File: config.mk
export PLATFORM = sky130hd
export DESIGN_NAME = aes_word_loader
export DESIGN_NICKNAME = d
export VERILOG_FILES = /design/src/rtl/aes_pkg.sv /design/src/rtl/aes_word_loader.sv
export SDC_FILE = /design/constraint.sdc
export NUM_CORES = 1
export LEC_CHECK = 0
export ABC_CLOCK_PERIOD_IN_PS = 3090
export CAP_MARGIN = 5
export CORE_ASPECT_RATIO = 1.5
export CORE_MARGIN = 1.5
export CORE_UTILIZATION = 53
export CTS_CLUSTER_SIZE = 14
export DETAILED_ROUTE_END_ITERATION = 12
export PLACE_DENSITY = 0.82
export SLEW_MARGIN = 5
export SYNTH_ARGS = -nofsm -noshare
export SYNTH_HDL_FRONTEND = slang
export SYNTH_SLANG_ARGS = --single-unit
export TNS_END_PERCENT = 1
File: constraint.sdc
create_clock -name clk -period 3.09 [get_ports clk]
set_input_delay 0.4635 -clock clk [delete_from_list [all_inputs] [get_ports clk]]
set_output_delay 0.4635 -clock clk [all_outputs]
set_load 0.01 [all_outputs]
File: src/rtl/aes_pkg.sv
// Shared definitions for the AES word loader: FSM states, block geometry, default cipher latency.
package aes_pkg;

    localparam int WORDS_PER_BLOCK    = 4;
    localparam int DEFAULT_CIPHER_LAT = 10;

    typedef enum logic [1:0] {
        ST_LOAD  = 2'd0,
        ST_WAIT  = 2'd1,
        ST_DRAIN = 2'd2
    } state_t;

    // Bit offset of 32-bit word idx in a 128-bit block, word 0 being the most significant.
    function automatic logic [6:0] word_lsb(input logic [1:0] idx);
        return {~idx, 5'b0_0000};
    endfunction

endpackage

File: src/rtl/aes_word_loader.sv
// Packs 32-bit key/plaintext words into 128-bit blocks for an unrolled AES core and streams back
// the ciphertext as four words; latency is words in + CIPHER_LAT + 4, one block in flight at a time.
module aes_word_loader
    import aes_pkg::*;
#(
    parameter int CIPHER_LAT = DEFAULT_CIPHER_LAT
) (
    input  logic         clk,
    input  logic         rst_n,
    input  logic         in_valid,
    output logic         in_ready,
    input  logic [31:0]  in_data,
    input  logic         in_is_key,
    output logic [127:0] cipher_data,
    output logic [127:0] cipher_key,
    input  logic [127:0] cipher_result,
    output logic         out_valid,
    input  logic         out_ready,
    output logic [31:0]  out_data,
    output logic         out_last,
    output logic         busy
);

    localparam int          LAT_W     = $clog2(CIPHER_LAT + 1);
    localparam logic [1:0]  LAST_WORD = 2'(WORDS_PER_BLOCK - 1);

    state_t             state;
    logic [1:0]         key_cnt;
    logic [1:0]         data_cnt;
    logic [1:0]         out_cnt;
    logic [LAT_W-1:0]   lat_cnt;
    logic [127:0]       key_reg;
    logic [127:0]       data_reg;
    logic [127:0]       out_reg;
    logic               in_fire;
    logic               out_fire;

    // Gated by rst_n so upstream never sees a ready while the block is held in reset.
    assign in_ready    = rst_n && (state == ST_LOAD);
    assign in_fire     = in_valid && in_ready;
    assign out_fire    = out_valid && out_ready;

    assign cipher_data = data_reg;
    assign cipher_key  = key_reg;
    assign out_data    = out_reg[word_lsb(out_cnt) +: 32];

    always_ff @(posedge clk or negedge rst_n) begin
        if (!rst_n) begin
            state     <= ST_LOAD;
            key_cnt   <= '0;
            data_cnt  <= '0;
            out_cnt   <= '0;
            lat_cnt   <= '0;
            key_reg   <= '0;
            data_reg  <= '0;
            out_reg   <= '0;
            out_valid <= 1'b0;
            out_last  <= 1'b0;
            busy      <= 1'b0;
        end else begin
            unique case (state)
                ST_LOAD: begin
                    if (in_fire) begin
                        if (in_is_key) begin
                            key_reg[word_lsb(key_cnt) +: 32] <= in_data;
                            key_cnt <= key_cnt + 2'd1;
                        end else begin
                            data_reg[word_lsb(data_cnt) +: 32] <= in_data;
                            if (data_cnt == LAST_WORD) begin
                                data_cnt <= '0;
                                lat_cnt  <= LAT_W'(CIPHER_LAT);
                                busy     <= 1'b1;
                                state    <= ST_WAIT;
                            end else begin
                                data_cnt <= data_cnt + 2'd1;
                            end
                        end
                    end
                end
                ST_WAIT: begin
                    lat_cnt <= lat_cnt - LAT_W'(1);
                    // Count of 1 marks the edge on which the cipher output has settled.
                    if (lat_cnt == LAT_W'(1)) begin
                        out_reg   <= cipher_result;
                        out_valid <= 1'b1;
                        out_last  <= 1'b0;
                        state     <= ST_DRAIN;
                    end
                end
                ST_DRAIN: begin
                    if (out_fire) begin
                        if (out_cnt == LAST_WORD) begin
                            out_cnt   <= '0;
                            out_valid <= 1'b0;
                            out_last  <= 1'b0;
                            busy      <= 1'b0;
                            state     <= ST_LOAD;
                        end else begin
                            out_cnt  <= out_cnt + 2'd1;
                            out_last <= ((out_cnt + 2'd1) == LAST_WORD);
                        end
                    end
                end
                default: begin
                    state     <= ST_LOAD;
                    out_valid <= 1'b0;
                    out_last  <= 1'b0;
                    busy      <= 1'b0;
                end
            endcase
        end
    end

endmodule

# Word-level counts from Yosys, hierarchy flattened
# Index checks and enable logic that the tools add are counted.
# totals
reg_bits,399
latchBits,0
ram_bits,0
romBits,0
input_bits,165
out_inout_bits,292
n_memories,0
# classes
add_sub_neg,6
n_mul,0
n_div,0
n_lt_le_gt_ge,0
n_eq_ne,12
shifts,5
n_mux,27
bitwise_logic,6
n_reduce_logical,14
# op_table
cell,count
128-bit bitwise mux,2
"32-bit by 9-bit variable shift with 128-bit output, first input constant",2
32-bit by 9-bit variable part select with 128-bit output,2
128-bit by 8-bit variable part select with 32-bit output,1
7-bit negator with 9-bit output,2
2-bit 2-to-1 mux,8
4-bit 2-to-1 mux,3
6-bit AND reduction,2
"2-bit != test, second input constant",5
1-bit 2-to-1 mux,9
1-bit case mux with 3 select lines,3
3-bit AND reduction,3
"2-bit equality test, second input constant",4
4-bit case mux with 2 select lines,1
4-bit AND reduction,2
"2-bit by 1-bit adder with 2-bit output, second input constant",3
2-bit NOT,3
2-bit case mux with 3 select lines,1
"4-bit by 1-bit equality test with 1-bit output, second input constant",1
2-bit AND reduction,2
"4-bit by 1-bit subtractor with 4-bit output, second input constant",1
1-bit logical AND,3
1-bit NOT,3
"2-bit by 1-bit equality test with 1-bit output, second input constant",1
other kinds (3),3

# Longest topological paths before layout
# depth
depth_word,5
ltp_mapped,7

# Worst setup path before layout
# Ideal clock, no wire load.
# synth_timing
kind,reg2out
from,register out_cnt[0]
to,output out_data[10]
arrival_ns,1.416
t_required_ns,2.626
setup_slack_ns,1.211
path_stages_with_launch,4
path_cell_list,dfrtp_1 > buf_2 > buf_2 > mux4_2
# synth_between
elab_chain_cells,2
# synth_lines
element,line_no,rtl
from (decl),aes_word_loader.sv:30,logic [1:0] out_cnt;
from (signal assigned),aes_word_loader.sv:99,out_cnt <= out_cnt + 2'd1;
2-bit NOT,aes_pkg.sv:15,"return {~idx, 5'b0_0000};"
128-bit by 8-bit variable part select with 32-bit output,aes_word_loader.sv:45,assign out_data = out_reg[word_lsb(out_cnt) +: 32];
to (decl),aes_word_loader.sv:19,"output logic [31:0] out_data,"
# No other way between the ends.

# Worst setup path after layout
# layout_timing
from,register out_cnt[0]
to,output out_data[6]
# The elaborated chain is that of the path after synthesis.

==> results.txt <==
----------------------------------------------------
[Status]
  Result of the run ... completed

[Place]
  Dpl ws ... 0.6208 ns
  Placer Congestion ... 0.8189
  Detailed placement HPWL ... 35980 µm
  # port buffers ... 456

[Die]
  Starting utilization of the core area ... 53.92%
  Area enclosed by the die boundary ... 35270 µm²
  Area inside the core boundary ... 33550 µm²
  Die W ... 153.8 µm
  Die Height ... 229.3 µm
  Top-level port count ... 457
  Cell Rows ... 82

[Clocking]
  Setup Fix Bufs, Post-CTS ... 0
  Count of clock tree sinks ... 399
  Clock slew at the register clock pins of the worst setup and hold paths ... 0.06 ns
  Latest clock arrival within the worst-skew pair ... 0.53 ns
  Root buffer selected by CTS ... sky130_fd_sc_hd__clkbuf_16
  Maximum buffer depth of the clock tree ... 3
  TritonCTS clock tree ... yes
  Number of levels the H-tree was split into ... 2
  Total CTS buffers ... 39

[Detailed routing]
  DRT Wirelength ... 50700 µm
  Vias per inst ... 5.253
  Number of iterations in the first detailed-routing pass ... 4
  Count of vias placed by the detailed router ... 12561
  Count of routing violations after the opening detailed-route iteration ... 496
  Total DRC errors in the routed layout ... 0
  Average wire length per cell after detail routing ... 21.20 µm
  Post-DRT Antenna Nets ... 0

[Critical path]
  Startpoint kind of the worst setup timing path ... flop
  Required @ worst endpoint ... 2.63 ns
  Worst-path cell chain ... buf_12 -> mux4_2 -> clkdlybuf4s50_1
  Critical Path Sink Type ... primary output
  Critical path's slowest cell ... sky130_fd_sc_hd__dfrtp_4
  Capturing point of the worst reg2reg path ... cipher_key[5]
  Startpoint of the worst register-to-register path ... key_cnt[0]
  Type of the worst setup path ... reg2out
  Slowest Stage Delay on Critical Path ... 0.60 ns
  Critical path depth ... 3
  Worst Path Arrival ... 2.46 ns
  Gate family responsible for the most delay along the worst path ... buffers and inverters
  Highest fanout seen on the critical path ... 22
  FF-to-FF path depth ... 6
  Critical path buffer and inverter count ... 2
  Slack of the worst reg-to-reg path ... 0.87 ns

[Cells and area]
  Ant. Diodes ... 0
  Fraction of layout instances using a drive strength above 1 ... 12.73%
  Total number of nets in the final design ... 2122
  Footprint of the flip-flops and latches ... 9988 µm²
  Signed area change from the synthesized netlist to the final layout ... 32.92%
  Fill cell instance count of the final layout ... 2295
  Multi-input gate area ... 6294 µm²

[Power and ir drop]
  Pwr dens ... 962.0 nW/µm²
  Total leakage power ... 11.49 nW
  PnR Total Power ... 23.13 mW
  Worst-case vdd ir drop ... 519.4 µV

[Run]
  Max_cap viols ... 0

[Hold path]
  Worst min-delay path class ... in2async

[Synthesis]
  Netlist cell types ... 36
  Fraction of post-synthesis cell area in the top cell type by area ... 55.19%
  Ys Warns ... 0
  Seq cells post-synth ... 399
  Mean cell area of the mapped netlist ... 11.85 µm²
  Number of nets produced by synthesis ... 1706
  Register area share after synthesis ... 55.19%
  Cell area after synthesis ... 18090 µm²
  Cells after Synth ... 1527
  Cells taking the most area after synthesis ... sky130_fd_sc_hd__dfrtp_1, sky130_fd_sc_hd__mux2i_1, sky130_fd_sc_hd__mux2_2, sky130_fd_sc_hd__inv_1, sky130_fd_sc_hd__nand2_1
  Top cell type by total area after synthesis ... sky130_fd_sc_hd__dfrtp_1

[Timing]
  Fin crit share ... 94.75%
  Number of hold violations in the final report ... 0
  Post-Route Skew ... 0.009253 ns
  Setup repair after global routing missed its margin ... no
  Final setup violating endpoints ... 0
  Final setup margin ... 0.1622 ns
  Worst relative slew slack ... 38.07%
  Min Clock Period, post-route ... 2.928 ns
  Final setup TNS ... 0 ns
  Transition time of the tightest slew-check pin ... 0.9290 ns
  Number of max-slew violations in the final report ... 0
  Maximum clock frequency ... 0.3416 GHz

[GRT]
  Via count of the first global-routing pass ... 13481
  Maximum number of pins on one net before global-route repair ... 170
  Overall track demand over capacity in global routing ... 29.19%
  Total gr overflow ... 0
  Global-route wire length before repair ... 78090 µm
  Number of antenna violations at the first check in global routing ... 0

----------------------------------------------------
-- final cells by class --
cell class                 count  area share, %
inverter                     269          4.199
clock inverter                10         0.3226
clock buffer                  59          4.922
multi-input combinational    742          26.17
tap                          420          2.185
timing repair buffer         492          20.66
sequential                   399          41.54
-- routing by layer --
metal	vias up	GRT usage (%)	share of wire [%]
met5	-	0	0
met4	0	15.90	6.0
met3	143	7.001	6.5
met2	487	51.40	51
met1	6273	32.38	36
li1	5658	-	-
-- worst reg2reg max path, delay by kind of cell, from the launching register on --
kind	cells	cell delay [ns]
and+or+nand+nor	2	0.67
adders and majority gates	1	0.37
muxes	1	0.21
buffers and inverters	2	0.35
DFF	1	0.53
-- cell families after synthesis --
family                     after synthesis  synth area share (%)
AOI/OAI and AO/OA                       16                0.5672
xor gates and xnor gates                 1               0.04842
adders and majority gates               14                0.9683
buffers and inverters                  386                 10.19
DFF                                    399                 55.19
muxes                                  421                 26.41
and+or+nand+nor                        290                 6.619
-- report_power, final --
group / internal [mW] / leakage (nW) / switching [mW]
Sequential: 7.10 / 4.44 / 1.19
Combinational: 5.28 / 6.43 / 4.81
Clock: 2.73 / 0.626 / 2.01
-- worst max-delay path by stage --
| stage | startpoint | slack [ns] | endpoint |
|---|---|---|---|
| 4_1_cts | out_cnt[0] | 0.03 | out_data[6] |
| 6_report | out_cnt[0] | 0.16 | out_data[6] |
| 5_1_grt | out_cnt[0] | 0.07 | out_data[6] |
| 3_5_place_dp | out_cnt[0] | 0.62 | out_data[6] |
| 2_1_floorplan | out_cnt[0] | 1.21 | out_data[10] |
| 3_3_place_gp | out_cnt[0] | 0.63 | out_data[0] |
-- placed cells by master (no fill, tap or decap), types with 3 or more instances in the layout --
cell type	count
sky130_fd_sc_hd__buf_4	25
sky130_fd_sc_hd__a21oi_1	3
sky130_fd_sc_hd__clkbuf_1	9
sky130_fd_sc_hd__nand2b_1	3
sky130_fd_sc_hd__mux2i_1	258
sky130_fd_sc_hd__mux2_1	19
sky130_fd_sc_hd__nand3b_1	4
sky130_fd_sc_hd__nor3_1	3
sky130_fd_sc_hd__clkdlybuf4s50_1	455
sky130_fd_sc_hd__ha_1	14
sky130_fd_sc_hd__dfrtp_1	398
sky130_fd_sc_hd__inv_1	269
sky130_fd_sc_hd__and3b_1	4
sky130_fd_sc_hd__and3_2	4
sky130_fd_sc_hd__clkinv_2	8
sky130_fd_sc_hd__clkbuf_8	9
sky130_fd_sc_hd__buf_12	10
sky130_fd_sc_hd__clkbuf_16	41
sky130_fd_sc_hd__mux2_2	112
sky130_fd_sc_hd__mux4_2	32
sky130_fd_sc_hd__o21ai_0	4
sky130_fd_sc_hd__nand2_1	258
-- metrics by stage --
| step | std cells | hold WS (ns) | utilization, % | instance area [µm²] |
|---|---|---|---|---|
| after floorplan | 1527 | 0.1679 | - | 18090 |
| after global placement | 2321 | 0.3045 | 67.88 | 22770 |
| after detailed placement | 2321 | 0.3046 | 67.88 | 22770 |
| after CTS | 2391 | 0.3248 | 71.66 | 24040 |
| after global routing | 2391 | 0.3570 | 71.67 | 24050 |
| final | 2391 | 0.3427 | 71.67 | 24050 |
-- cell usage after synthesis --
| cell type | count |
|---|---|
| sky130_fd_sc_hd__buf_2 | 9 |
| sky130_fd_sc_hd__mux2_2 | 112 |
| sky130_fd_sc_hd__nor2_1 | 1 |
| sky130_fd_sc_hd__nand2b_1 | 3 |
| sky130_fd_sc_hd__nand4b_1 | 2 |
| sky130_fd_sc_hd__nor4bb_1 | 1 |
| sky130_fd_sc_hd__nor3_2 | 1 |
| sky130_fd_sc_hd__buf_4 | 12 |
| sky130_fd_sc_hd__buf_1 | 32 |
| sky130_fd_sc_hd__mux2_1 | 19 |
| sky130_fd_sc_hd__a21oi_1 | 3 |
| sky130_fd_sc_hd__inv_1 | 269 |
| sky130_fd_sc_hd__mux4_2 | 32 |
| sky130_fd_sc_hd__nor2b_1 | 1 |
| sky130_fd_sc_hd__nand2b_4 | 1 |
| sky130_fd_sc_hd__ha_1 | 14 |
| sky130_fd_sc_hd__nand3b_1 | 4 |
| sky130_fd_sc_hd__mux2i_1 | 258 |
| sky130_fd_sc_hd__xnor2_1 | 1 |
| sky130_fd_sc_hd__o22ai_1 | 2 |
| sky130_fd_sc_hd__o21ai_0 | 4 |
| sky130_fd_sc_hd__and3_1 | 5 |
| sky130_fd_sc_hd__o211ai_1 | 1 |
| sky130_fd_sc_hd__buf_6 | 19 |
| sky130_fd_sc_hd__a2bb2oi_1 | 1 |
| sky130_fd_sc_hd__clkbuf_1 | 33 |
| sky130_fd_sc_hd__nor3b_1 | 3 |
| sky130_fd_sc_hd__o22a_1 | 2 |
| sky130_fd_sc_hd__dfrtp_1 | 399 |
| sky130_fd_sc_hd__nor3_1 | 5 |
| sky130_fd_sc_hd__a31oi_1 | 1 |
| sky130_fd_sc_hd__nand3_1 | 1 |
| sky130_fd_sc_hd__and3b_1 | 4 |
| sky130_fd_sc_hd__a21o_1 | 2 |
| sky130_fd_sc_hd__buf_12 | 12 |
| sky130_fd_sc_hd__nand2_1 | 258 |
-- timing repair --
action                                  in CTS  in global routing
endpoints found under the setup margin       0                 19
gates resized for setup                      0                  1
hold buffers                                 1                  0
endpoints found under the hold margin       14                  0
Power figures use the tool's default switching activity.
